[config.mk]
export PLATFORM = sky130hd
export DESIGN_NAME = fibonacci_index_decoder
export DESIGN_NICKNAME = d
export VERILOG_FILES = /design/src/rtl/fibonacci_index_decoder_pkg.sv /design/src/rtl/fibonacci_index_decoder_step.sv /design/src/rtl/fibonacci_index_decoder.sv
export SDC_FILE = /design/constraint.sdc
export NUM_CORES = 1
export LEC_CHECK = 0
export BUFFER_PORTS_ARGS = -buffer_cell sky130_fd_sc_hd__buf_2
export CAP_MARGIN = 10
export CORE_UTILIZATION = 40
export DETAILED_ROUTE_END_ITERATION = 10
export GPL_ROUTABILITY_DRIVEN = 0
export MAX_ROUTING_LAYER = met4
export SYNTH_ARGS = -nofsm -noshare
export SYNTH_HDL_FRONTEND = slang
export SYNTH_SLANG_ARGS = --single-unit
[constraint.sdc]
create_clock -name clk -period 2.9 [get_ports clk]
set_clock_uncertainty 0.1 [all_clocks]
set_input_delay 0.58 -clock clk [delete_from_list [all_inputs] [get_ports clk]]
set_output_delay 0.58 -clock clk [all_outputs]
set_load 0.1 [all_outputs]
[src/rtl/fibonacci_index_decoder_pkg.sv]
// Shared types and constants for the Fibonacci index decoder and step unit.
package fib_pkg;

  localparam int unsigned DATA_W_DEF = 32;
  localparam int unsigned N_W_DEF    = 4;

  typedef enum logic [1:0] {
    IDLE   = 2'd0,
    SEARCH = 2'd1,
    DONE   = 2'd2
  } state_t;

  function automatic int unsigned max_n(input int unsigned nw);
    return (32'd1 << nw) - 32'd1;
  endfunction

endpackage

[src/rtl/fibonacci_index_decoder_step.sv]
// One Fibonacci step: (cur, prv) -> (cur+prv, cur), flagging carry-out of the sum.
module fib_step_unit #(
  parameter int unsigned DATA_W = 32
) (
  input  logic [DATA_W-1:0] cur,
  input  logic [DATA_W-1:0] prv,
  output logic [DATA_W-1:0] next_cur,
  output logic [DATA_W-1:0] next_prv,
  output logic              ovf
);

  logic [DATA_W:0] sum;

  assign sum      = {1'b0, cur} + {1'b0, prv};
  assign next_cur = sum[DATA_W-1:0];
  assign ovf      = sum[DATA_W];
  assign next_prv = cur;

endmodule

[src/rtl/fibonacci_index_decoder.sv]
// Finds n such that the fibonacci0 generator emits data as gen(n) = F(n+2),
// walking one term per cycle and pulsing done with found/n.
module fibonacci_index_decoder
  import fib_pkg::*;
#(
  parameter int unsigned DATA_W = DATA_W_DEF,
  parameter int unsigned N_W    = N_W_DEF
) (
  input  logic              clk,
  input  logic              reset,
  input  logic              start,
  input  logic [DATA_W-1:0] data,
  output logic              busy,
  output logic              done,
  output logic              found,
  output logic [N_W-1:0]    n
);

  localparam logic [N_W-1:0] MAX_N = N_W'(max_n(N_W));

  state_t            state;
  logic [DATA_W-1:0] tgt, cur, prv;
  logic [N_W-1:0]    idx;
  logic              cur_ovf;
  logic [DATA_W-1:0] next_cur, next_prv;
  logic              step_ovf;

  fib_step_unit #(.DATA_W(DATA_W)) u_step (
    .cur      (cur),
    .prv      (prv),
    .next_cur (next_cur),
    .next_prv (next_prv),
    .ovf      (step_ovf)
  );

  always_ff @(posedge clk) begin
    if (reset) begin
      state   <= IDLE;
      tgt     <= '0;
      cur     <= '0;
      prv     <= '0;
      idx     <= '0;
      cur_ovf <= 1'b0;
      busy    <= 1'b0;
      done    <= 1'b0;
      found   <= 1'b0;
      n       <= '0;
    end else begin
      case (state)
        IDLE: begin
          done <= 1'b0;
          if (start) begin
            tgt     <= data;
            cur     <= DATA_W'(1);
            prv     <= DATA_W'(1);
            idx     <= '0;
            cur_ovf <= 1'b0;
            found   <= 1'b0;
            n       <= '0;
            busy    <= 1'b1;
            state   <= SEARCH;
          end
        end
        SEARCH: begin
          // cur_ovf marks a term whose true value no longer fits, so it beats any target
          if (!cur_ovf && cur == tgt) begin
            found <= 1'b1;
            n     <= idx;
            done  <= 1'b1;
            state <= DONE;
          end else if (cur_ovf || cur > tgt || idx == MAX_N) begin
            found <= 1'b0;
            n     <= '0;
            done  <= 1'b1;
            state <= DONE;
          end else begin
            cur     <= next_cur;
            prv     <= next_prv;
            cur_ovf <= step_ovf;
            idx     <= idx + 1'b1;
          end
        end
        DONE: begin
          done  <= 1'b0;
          busy  <= 1'b0;
          state <= IDLE;
        end
        default: begin
          done  <= 1'b0;
          busy  <= 1'b0;
          state <= IDLE;
        end
      endcase
    end
  end

endmodule

# Yosys cells after proc, flatten, opt, wreduce, memory -nomap -nowiden

Index checks and enable logic that the tools add are counted.

Register bits after elaboration: 110
Output and inout port bits: 7

$add $sub $neg: 2
Order comparisons: 1
Equal/unequal tests: 7
Multiplexer cells: 29
Bitwise operators: 1
Reductions and logical operators: 13

Operators by type and width:

| kind                                                            | count |
|---|---|
| 32-bit two-way mux                                              | 5 |
| 32-bit one-hot mux with 2 select lines                          | 2 |
| 32-bit by 32-bit adder with 33-bit output                       | 1 |
| 32-bit == test                                                  | 1 |
| 32-bit greater-than comparator                                  | 1 |
| 4-bit two-way mux                                               | 5 |
| 4-bit one-hot mux with 2 select lines                           | 2 |
| 1-bit two-way mux                                               | 8 |
| 2-bit two-way mux                                               | 3 |
| 2-bit inequality test, second input constant                    | 3 |
| 1-bit one-hot mux with 2 select lines                           | 3 |
| 2-bit AND reduction                                             | 3 |
| 4-bit by 1-bit adder with 4-bit output, second input constant   | 1 |
| 4-bit == test, second input constant                            | 1 |
| 2-bit one-hot mux with 2 select lines                           | 1 |
| 4-bit AND reduction                                             | 1 |
| 2-bit nonzero test                                              | 2 |
| 3-bit inequality test, second input constant                    | 1 |
| 3-bit AND reduction                                             | 1 |
| 2-bit by 1-bit == test with 1-bit output, second input constant | 1 |
| 2-bit logical NOT                                               | 1 |
| 1-bit logical OR                                                | 2 |
| 2-bit OR reduction                                              | 1 |
| 1-bit logical AND                                               | 1 |
| other kinds (2)                                                 | 2 |

# Logic depth before layout (Yosys ltp)

Depth after elaboration: 6
Gate-level depth with buffers: 12
Gate-level depth less buffers: 10

# Cells and area by module

From an unflattened synthesis, not the netlist that was laid out.

Cell total of the unflattened synthesis: 775
Area, all modules: 6,666.4 sq um

Modules (own cells, without submodules):

| module                  | instances | cells an instance | area each (sq um) |
|---|---|---|---|
| fibonacci_index_decoder | 1         | 469               | 4,524.3 |
| fib_step_unit           | 1         | 306               | 2,142.1 |

# Worst setup path before layout

Ideal clock, no wire load.

Kind: reg2reg
Start: reg cur[1]
End: reg cur[29]
Setup time: 63 ps
Arrival time: 2,436 ps
Data required time: 2,737 ps
Slack: 302 ps
Stages on the path, launching flop included: 9
Period minus slack after synthesis: 2,598 ps
Cells stage by stage: dfxtp_1 > ha_1 > nor2b_1 > o211a_1 > o31ai_2 > a31oi_4 > or3_4 > or4_1 > nand3_1

Word-level cells in the longest chain between the ends: 5
Elaborated cells between the ends (all ways): 12
Classes of those cells: add/sub: 1; order compare: 1; eq/ne: 3; mux: 3; reduce/logical: 4

RTL lines:

| what                                   | line                          | RTL |
|---|---|---|
| start: declaration                     | fibonacci_index_decoder.sv:22 | `logic [DATA_W-1:0] tgt, cur, prv;` |
| start signal: assignment               | fibonacci_index_decoder.sv:77 | `cur <= next_cur;` |
| 32-bit greater-than comparator         | fibonacci_index_decoder.sv:71 | `end else if (cur_ovf \|\| cur > tgt \|\| idx == MAX_N) begin` |
| 1-bit logical OR (2 in a row)          | fibonacci_index_decoder.sv:71 |  |
| 2-bit inequality test (no source line) | n/a                           |  |
| 4-bit AND reduction (no source line)   | n/a                           |  |

Parallel ways exist; a longest one is shown, timed or not. The select of a mux whose other input is x is not followed.
A chain may end at the register's enable or synchronous reset.

# Worst setup path after layout

Same ends and word-level chain as after synthesis.

==> flow_summary.ini <==
[status]
run_status = complete, no violations

[routing]
drt-pass1-iter-count = 6
detailedRoute.firstIterationViolations = 254
route.detailed.wl_per_inst_um = 15.2
via_count = 5345
avgViaCountPerCell = 5.52
drc = 0
postRouteAntennaNets = 0
totalWireLength_mm = 14.8

[clock_tree]
insertion_delay_of_the_later_clocked_pin_in_the_worst_skew_pair_ns = 0.36
cts_tree = done
cts_htree_levels = 3
clock_tree.buffer_depth = 2
cts_made_buffers = 9
cts_root_buf = sky130_fd_sc_hd__clkbuf_16
cts.sink_count = 110
clkSlewWorstSetupHoldPaths_ns = 0.07
holdBufCountCts = 0

[min_path]
worst_hold_path.endpoint = tgt[4]
worst_hold_path.num_cells = 2
worst_hold_path_type = reg -> reg
worst_hold_startpoint = tgt[4]

[synthesis]
synth.cell_area_um2 = 6090
synthesis.yosys.warnings = 0
post_synth.cell_area_avg_um2 = 8.25
netlist-cell-type-count = 56
ys_async_sr_fraction = 0
syn-instance-count = 738
synth_fp_nets = 839
seq_area_frac_synth = 0.362
ys.flop_type = sky130_fd_sc_hd__dfxtp_1
synth_edf_count = 0
synth-seq-cells = 110

[layout]
syn_to_final_growth_pct = 14.3
n_fill_cell = 1443
sequential_cell_area_um2 = 2200
multi_input_comb_area_um2 = 3670
share_of_post_route_cells_with_drive_strength_above_1 = 0.126
final_common_cell = sky130_fd_sc_hd__nand2_1
antennaDiodeCount = 0
post_layout_nonfiller_instances = 969
layout.cells.most_common_list = sky130_fd_sc_hd__nand2_1 (133), sky130_fd_sc_hd__dfxtp_1 (110), sky130_fd_sc_hd__a21oi_1 (83), sky130_fd_sc_hd__ha_1 (65)
layout.nets = 882
final_cell_area_um2 = 6960

[place]
place_worst_setup_slack_ns = -0.00955
dpl_cell_area_um2 = 6550
place_hpwl_mm = 10.5
buffer_ports.inserted = 41
post-place-cells = 949

[power_and_ir_drop]
power_per_cell_area_nw_per_um2 = 467
p_leak_uw = 0.00304
worst_ir_drop_vdd_mv = 0.376
post-layout-total-power_uw = 3250

[timing]
finalHoldViolations = 0
slew_headroom = 0.571
max_clock_freq_ghz = 0.365
report.final.setup_viol = 0
hold_ws_ns = 0.354
tightest_slew_ns = 0.643
final.setup.worst_slack_ns = 0.162
finalCritPeriodShare = 0.944
timing.final.max_slew_violations = 0
minimum_period_implied_by_the_final_worst_setup_slack_ns = 2.74

[floorplanning]
floorplan.io_pins = 42
placeableCoreArea_um2 = 14700
floorplan.die_area_um2 = 15700
num_rows = 44
initial_utilization = 0.414
floorplan.die.height_um = 125
die_w_um = 125

[global_routing]
grt_overflow = 0
grt_max_degree = 58
wire_length_of_the_first_global_routing_pass_mm = 24.9
vias_in_the_first_global_route = 5318
globalRouteTotalUtil = 0.203
antenna_found_initial = 0

[setup_path]
critical_path_required_ns = 3.10
r2r.worst_path.cells = 8
worstReg2RegStart = cur[1]
critical_path.max_fanout = 6
critPathLaunchType = register
timing.critical_path.to_type = register
worstSetupPathType = reg -> reg
reg2reg_to = cur[29]
r2r_slack_ns = 0.16
data_arrival_critical_path_ns = 2.94

[job]
max_cap_violations = 0
==> per-stage QoR <==
stage          utilization  setup TNS (ns)
4_1_cts              0.467               0
5_1_grt              0.473         -0.0131
3_3_place_gp         0.446               0
2_1_floorplan            -               0
6_report             0.473               0
3_5_place_dp         0.446        -0.00955
==> worst max-delay path, cell delays in order, from the launching register on <==
cell and delay [ns]:
sky130_fd_sc_hd__dfxtp_1 0.44, sky130_fd_sc_hd__ha_1 0.29, sky130_fd_sc_hd__nor2b_1 0.14, sky130_fd_sc_hd__o211a_1 0.22, sky130_fd_sc_hd__o31ai_2 0.33, sky130_fd_sc_hd__a31oi_4 0.17, sky130_fd_sc_hd__or3_4 0.40, sky130_fd_sc_hd__or4_1 0.50
sky130_fd_sc_hd__nand3_1 0.09
==> synthesized netlist by cell type, types with 2 or more instances <==
master | count | area, um2
sky130_fd_sc_hd__clkbuf_1 | 26 | 97.6
sky130_fd_sc_hd__a21boi_0 | 3 | 22.5
sky130_fd_sc_hd__xor2_1 | 13 | 114
sky130_fd_sc_hd__o21a_1 | 3 | 22.5
sky130_fd_sc_hd__o21ai_0 | 45 | 225
sky130_fd_sc_hd__nor4_1 | 3 | 18.8
sky130_fd_sc_hd__nand4_1 | 10 | 62.6
sky130_fd_sc_hd__or2_2 | 3 | 18.8
sky130_fd_sc_hd__and3_1 | 2 | 12.5
sky130_fd_sc_hd__nand3_1 | 20 | 100
sky130_fd_sc_hd__a21o_1 | 21 | 158
sky130_fd_sc_hd__inv_1 | 43 | 161
sky130_fd_sc_hd__and2_1 | 3 | 18.8
sky130_fd_sc_hd__xnor2_1 | 13 | 114
sky130_fd_sc_hd__a21oi_1 | 83 | 415
sky130_fd_sc_hd__dfxtp_1 | 110 | 2200
sky130_fd_sc_hd__nor2b_1 | 2 | 12.5
sky130_fd_sc_hd__ha_1 | 65 | 813
sky130_fd_sc_hd__nand3b_1 | 3 | 22.5
sky130_fd_sc_hd__o21bai_1 | 3 | 22.5
sky130_fd_sc_hd__nor3_2 | 2 | 20.0
sky130_fd_sc_hd__buf_2 | 4 | 20.0
sky130_fd_sc_hd__nor3_1 | 9 | 45.0
sky130_fd_sc_hd__or4_1 | 3 | 22.5
sky130_fd_sc_hd__a211o_1 | 2 | 17.5
sky130_fd_sc_hd__nand2b_1 | 3 | 18.8
sky130_fd_sc_hd__nand2_1 | 134 | 503
sky130_fd_sc_hd__o31ai_1 | 2 | 15.0
sky130_fd_sc_hd__o211ai_1 | 6 | 45.0
sky130_fd_sc_hd__a31oi_1 | 7 | 43.8
sky130_fd_sc_hd__nor2_1 | 27 | 101
sky130_fd_sc_hd__nor3b_1 | 2 | 15.0
sky130_fd_sc_hd__a211oi_1 | 12 | 90.1
sky130_fd_sc_hd__a22o_1 | 29 | 254
==> sequential cells by signal, indices dropped and copies added, names as in the netlist <==
signal   cells
cur         32
prv         32
tgt         32
idx          4
n            4
state        2
busy         1
cur_ovf      1
done         1
found        1
==> per-layer routing <==
metal | part of all wire | vias up | wire (um) | track usage
li1 | - | 2709 | - | -
met1 | 0.46 | 2517 | 6850 | 0.238
met2 | 0.47 | 96 | 6990 | 0.339
met3 | 0.040 | 23 | 595 | 0.0436
met4 | 0.023 | 0 | 340 | 0.0753
met5 | 0 | - | 0 | -
==> worst max-delay path by stage <==
stage | from | end | slack (ns) | depth (start not counted)
2_1_floorplan | cur[1] | cur[29] | 0.30 | 8
3_3_place_gp | cur[0] | cur_ovf | 0.03 | 10
3_5_place_dp | cur[0] | cur_ovf | -0.01 | 10
4_1_cts | cur[13] | cur[3] | 0.07 | 9
5_1_grt | cur[11] | cur[27] | -0.01 | 9
6_report | cur[1] | cur[29] | 0.16 | 8
==> where the power goes <==
part | switching (uW) | internal, uW | total (uW)
Combinational | 248 | 129 | 376
Clock | 553 | 752 | 1300
Sequential | 21.7 | 1550 | 1570
==> cells by family after synthesis <==
kind of cell | count (synthesis) | share of synthesized area
buffers and inverters | 73 | 0.0458
XOR/XNOR | 26 | 0.0374
AND/OR/NAND/NOR | 230 | 0.169
flip-flops | 110 | 0.362
AO/OA/AOI/OAI | 233 | 0.249
adder cells (fa/ha/maj) | 66 | 0.137
==> repair_timing <==
action                                  4_1_cts  5_1_grt
pin swaps                                     0        4
gates resized for setup                       1       10
buffers inserted                              0        4
endpoints found under the setup margin        1       64
gates cloned                                  0        1
==> cell type report <==
| type | instances | share of cell area |
|---|---|---|
| multi-input combinational | 555 | 0.527 |
| timing repair buffer | 62 | 0.0565 |
| sequential | 110 | 0.316 |
| clock buffer | 11 | 0.0334 |
| clock inverter | 4 | 0.0104 |
| inverter | 43 | 0.0232 |
| tap | 184 | 0.0331 |
Note: power is estimated with default switching activity, not from simulation.
